===== src/rtl/herring_bus_pkg.sv =====
// Shared bus types for the herring 6502 board: address regions,
// region match constants and the PHI1/PHI2 sequencer phases.
package herring_bus_pkg;

    typedef enum logic [1:0] {
        REGION_RAM,
        REGION_ROM,
        REGION_IO
    } region_e;

    typedef enum logic {
        PHI_LOW,
        PHI_HIGH
    } phase_e;

    // Matched against address[15:13] and address[15:12]
    localparam logic [2:0] ROM_MATCH = 3'b111;
    localparam logic [3:0] IO_MATCH  = 4'b1000;

    function automatic int imax(input int a, input int b);
        return (a > b) ? a : b;
    endfunction

endpackage


===== src/rtl/herring_region_classify.sv =====
// Combinational address[15:10] to bus region decode; shared with the
// chip-select decoder.
module herring_region_classify
    import herring_bus_pkg::*;
(
    input  logic [5:0] i_address,
    output region_e    o_region
);

    always_comb begin
        o_region = REGION_RAM;
        unique case (1'b1)
            (i_address[5:3] == ROM_MATCH): o_region = REGION_ROM;
            (i_address[5:2] == IO_MATCH):  o_region = REGION_IO;
            default:                       o_region = REGION_RAM;
        endcase
    end

endmodule


===== src/rtl/herring_cycle_sequencer.sv =====
// 6502 PHI2 generator and bus cycle sequencer with RAM write strobe.
// Per-region PHI2 wait states are enabled by HERRING_CLK_STRETCH_EN.
module herring_cycle_sequencer
    import herring_bus_pkg::*;
#(
    parameter int LOW_TICKS  = 7,
    parameter int HIGH_TICKS = 8,
    parameter int ROM_WAIT   = 2,
    parameter int IO_WAIT    = 8
) (
    input  logic       clk_src,
    input  logic       reset_n,
    input  logic [5:0] address,
    input  logic       rw,
    output logic       cpu_clk_in,
    output logic       ram_we_n,
    output logic       cycle_end,
    output logic       stretching
);

    localparam int MAXH = HIGH_TICKS + imax(ROM_WAIT, IO_WAIT);
    localparam int CW   = $clog2(imax(LOW_TICKS, MAXH));

    typedef logic [CW-1:0] cnt_t;

    localparam cnt_t LOW_LAST = cnt_t'(LOW_TICKS - 1);

    phase_e  r_phase;
    cnt_t    r_cnt;
    cnt_t    r_hlast;
    logic    r_rw;
    region_e r_region;
    logic    r_clk;
    logic    r_we_n;
    logic    r_end;

    phase_e  w_phase_nxt;
    cnt_t    w_cnt_nxt;
    cnt_t    w_hlast;
    logic    w_latch;
    logic    w_end;
    logic    w_we_n_nxt;
    region_e w_region;

    herring_region_classify u_classify (
        .i_address (address),
        .o_region  (w_region)
    );

`ifdef HERRING_CLK_STRETCH_EN
    always_comb begin
        w_hlast = cnt_t'(HIGH_TICKS - 1);
        unique case (w_region)
            REGION_ROM: w_hlast = cnt_t'(HIGH_TICKS + ROM_WAIT - 1);
            REGION_IO:  w_hlast = cnt_t'(HIGH_TICKS + IO_WAIT - 1);
            default:    w_hlast = cnt_t'(HIGH_TICKS - 1);
        endcase
    end
`else
    assign w_hlast = cnt_t'(HIGH_TICKS - 1);
`endif

    always_comb begin
        w_phase_nxt = r_phase;
        w_cnt_nxt   = r_cnt + 1'b1;
        w_latch     = 1'b0;
        w_end       = 1'b0;
        unique case (r_phase)
            PHI_LOW: begin
                if (r_cnt == LOW_LAST) begin
                    w_phase_nxt = PHI_HIGH;
                    w_cnt_nxt   = '0;
                    w_latch     = 1'b1;
                end
            end
            PHI_HIGH: begin
                if (r_cnt == r_hlast) begin
                    w_phase_nxt = PHI_LOW;
                    w_cnt_nxt   = '0;
                    w_end       = 1'b1;
                end
            end
            default: begin
                w_phase_nxt = PHI_LOW;
                w_cnt_nxt   = '0;
            end
        endcase
    end

    // First and last high ticks stay high for address setup and hold
    always_comb begin
        w_we_n_nxt = !((w_phase_nxt == PHI_HIGH) &&
                       (w_cnt_nxt != '0) &&
                       (w_cnt_nxt != r_hlast) &&
                       !r_rw &&
                       (r_region == REGION_RAM));
    end

    always_ff @(posedge clk_src or negedge reset_n) begin
        if (!reset_n) begin
            r_phase  <= PHI_LOW;
            r_cnt    <= '0;
            r_hlast  <= cnt_t'(HIGH_TICKS - 1);
            r_rw     <= 1'b1;
            r_region <= REGION_RAM;
            r_clk    <= 1'b0;
            r_we_n   <= 1'b1;
            r_end    <= 1'b0;
        end else begin
            r_phase <= w_phase_nxt;
            r_cnt   <= w_cnt_nxt;
            if (w_latch) begin
                r_rw     <= rw;
                r_region <= w_region;
                r_hlast  <= w_hlast;
            end
            r_clk  <= (w_phase_nxt == PHI_HIGH);
            r_we_n <= w_we_n_nxt;
            r_end  <= w_end;
        end
    end

`ifdef HERRING_CLK_STRETCH_EN
    logic r_stretch;

    always_ff @(posedge clk_src or negedge reset_n) begin
        if (!reset_n) begin
            r_stretch <= 1'b0;
        end else begin
            r_stretch <= (w_phase_nxt == PHI_HIGH) &&
                         (int'(w_cnt_nxt) >= HIGH_TICKS);
        end
    end

    assign stretching = r_stretch;
`else
    assign stretching = 1'b0;
`endif

    assign cpu_clk_in = r_clk;
    assign ram_we_n   = r_we_n;
    assign cycle_end  = r_end;

endmodule


===== config.mk =====
export PLATFORM = sky130hd
export DESIGN_NAME = herring_cycle_sequencer
export DESIGN_NICKNAME = d
export VERILOG_FILES = /design/src/rtl/herring_bus_pkg.sv /design/src/rtl/herring_region_classify.sv /design/src/rtl/herring_cycle_sequencer.sv
export SDC_FILE = /design/constraint.sdc
export NUM_CORES = 1
export LEC_CHECK = 0
export CAP_MARGIN = 20
export CORE_AREA = 2 2 39 41
export CTS_CLUSTER_DIAMETER = 100
export DETAILED_ROUTE_END_ITERATION = 8
export DIE_AREA = 0 0 41 43
export HOLD_SLACK_MARGIN = 0.08
export PLACE_DENSITY = 0.77
export SETUP_SLACK_MARGIN = 0.1
export SLEW_MARGIN = 10
export SYNTH_ARGS = -nofsm -noshare
export SYNTH_HDL_FRONTEND = slang
export SYNTH_SLANG_ARGS = --single-unit

===== constraint.sdc =====
create_clock -name clk_src -period 1.85 [get_ports clk_src]
set_clock_uncertainty 0.05 [all_clocks]
set_input_delay 0.185 -clock clk_src [delete_from_list [all_inputs] [get_ports clk_src]]
set_output_delay 0.185 -clock clk_src [all_outputs]
set_load 0.01 [all_outputs]

==> flow_summary.yaml <==
worst_setup_path:
  reg2reg_slack_ns: 0.25
  ff2ff_path_depth: 7
  worstReg2RegEnd: "ram_we_n"
  r2r-start: "r_cnt[0]"
  required_ns: 1.99
  cp-start-kind: "register"
  end_kind: "register"
  critPathLaunch: "r_cnt[0]"
  path_max_fanout: 7
  worst_ep_arrival_time_ns: 1.74
  crit_type: "reg2reg"
sta:
  fin_crit_ns: 1.600
  fin_setup_tns_ns: 0
  rsz0062_at_grt: "false"
  timing.fmax_ghz: 0.6250
  finalHoldViolations: 0
  finalCritPeriodShare: 0.8648
  finalSetupViolations: 0
  slew_viol_final: 0
synthesis:
  synth-seq-cells: 10
  avgSynthCellArea_um2: 11.32
  synth_cell_types: 26
  synth_fp_nets: 57
  synth_largest_type_area_fraction: 0.3931
  syn-cell-area_um2: 509.2
  yosysWarnings: 0
  synth_area_leaders: "dfrtp_1, dfstp_2, ha_1"
  ys_seq_area_frac: 0.4963
  synth_cells: 45
  synth.largest_area_cell: "dfrtp_1"
final_layout:
  synthToLayoutAreaGrowth_pct: 32.43
  diodes: 0
  finalNetCount: 71
  drive_above_1_share: 0.2931
  fill_cells: 136
clock_network:
  cts_made_buffers: 3
  cts_tree: "done"
  clock_latency_ns: 0.26
  root_buffer: "clkbuf_4"
  path_clk_slew_ns: 0.06
  clock_path_buffers: 2
  clkSinkCount: 10
  ctsHoldBuffers: 0
  htreeDepth: 1
floorplan:
  rows: 14
  start_util: 0.3680
  fp.dieH_um: 43
  die_w_um: 41
  core_um2: 1384
  die-area_um2: 1763
  io_pins: 13
grt:
  gr-total-overflow: 0
  grt_pass1_vias: 374
  grt_pass1_wl_um: 1531
  antenna_found_initial: 0
  grtUsageTotal: 0.1384
  grt_max_degree: 11
placement:
  gp_congestion: 0.6836
  hpwl_um: 658.8
  portBuffers: 9
min_path:
  hp-class: "in2async"
power:
  p_total_uw: 436.7
  power.density_nw_per_um2: 647.5
  leakage_uw: 0.0002857
  irDropWorstVdd_v: 0.0003122
drt:
  drtIter0Drc: 0
  vias: 365
  wl_per_cell_um: 11.23
  ant_nets: 0
  drc: 0
  vias_per_cell: 4.932
  drt_first_pass_iters: 1
  drt-total-wl_um: 831
status:
  status: "finished, final reports clean"
flow_run:
  maxCapViolations: 0
-- layer usage --
metal	GRT usage	share of wire	wire, um
met1	0.1544	0.42	348
met2	0.1969	0.52	435
met3	0.04712	0.045	37
met4	0.1200	0.012	10
met5	0	0	0
-- cell usage in the layout (no fill, tap or decap), types with 2 or more instances in the layout --
master and instances:
mux2_2 2, nor4b_1 2, ha_1 2, dfstp_2 2
inv_1 5, dfrtp_1 7, nand3_1 2, clkbuf_4 3
buf_4 2, clkdlybuf4s50_1 9, nor2_1 2
-- area by class of cell --
type / instances / area [um2] / share of cell area
flip-flops and latches: 10 / 254.0 / 0.3766
repair buffers: 11 / 105.1 / 0.1558
inverters: 5 / 18.77 / 0.02783
multi-input cells: 28 / 240.2 / 0.3562
well taps: 16 / 20.02 / 0.02968
clock buffers: 4 / 36.28 / 0.05380
-- power breakdown --
| group | leakage, uW | switching, uW | total, uW | internal, uW |
|---|---|---|---|---|
| logic | 0.000139 | 7.87 | 21.0 | 13.1 |
| registers | 0.000126 | 1.32 | 223 | 222 |
| clock network | 0.0000210 | 72.8 | 192 | 119 |
-- logic make-up after synthesis --
group,Yosys count,synth area share
muxes,2,0.04422
xor gates and xnor gates,2,0.03440
and+or+nand+nor,14,0.1917
DFF,10,0.4963
other,1,0.007364
adders and majority gates,3,0.07372
buffers and inverters,7,0.06633
AOI/OAI and AO/OA,6,0.08599
-- stage by stage --
step	worst slack (ns)	hold slack (ns)	utilization	cell area, um2	instances
final	0.2501	0.1822	0.4873	674.4	74
after global routing	0.1124	0.2047	0.4873	674.4	74
after CTS	0.1036	0.1844	0.4738	655.6	73
after detailed placement	0.1073	0.4339	0.4421	611.8	69
after global placement	0.1567	0.4196	0.4421	611.8	69
after floorplan	0.2610	-0.1606	-	509.2	45
-- worst max-delay path by stage --
stage | to | slack, ns | cells past startpoint
after floorplan | ram_we_n | 0.26 | 7
after global placement | ram_we_n | 0.16 | 7
after detailed placement | ram_we_n | 0.11 | 7
after CTS | ram_we_n | 0.10 | 7
after global routing | ram_we_n | 0.11 | 6
final | ram_we_n | 0.25 | 7
-- repair_timing --
| item | CTS | global route |
|---|---|---|
| setup endpoints to repair | 1 | 2 |
| buffers inserted | 0 | 1 |
| resized for setup | 2 | 2 |
| pin swaps | 0 | 1 |
-- synth_stat cells --
cell type / instances
o211ai_2: 1
a21oi_1: 1
nand4b_1: 1
dfstp_2: 2
nor2_2: 1
conb_1: 1
nor2_1: 2
inv_1: 5
or2_0: 1
o22ai_1: 1
nand4_1: 1
and3b_2: 1
nand2b_2: 1
nand3_1: 2
ha_1: 3
nor4bb_1: 1
mux2_2: 2
o21ai_0: 1
o21a_1: 1
dfrtp_1: 8
xnor2_1: 1
xor2_1: 1
o21bai_1: 1
nor4b_1: 2
nor4_1: 1
buf_4: 2
-- state kept, by name, indices dropped and copies added (netlist names) --
name,count
cpu_clk_in,1
cycle_end,1
r_cnt,4
r_rw,1
ram_we_n,1
r_region,2
-- worst max-delay path: stages (launching register included) --
cell,delay [ns]
dfrtp_2,0.43
inv_1,0.07
ha_2,0.19
nor4bb_4,0.19
buf_4,0.19
nor2_2,0.05
or2_0,0.23
o211ai_2,0.13
Note: power is estimated with default switching activity, not from simulation.
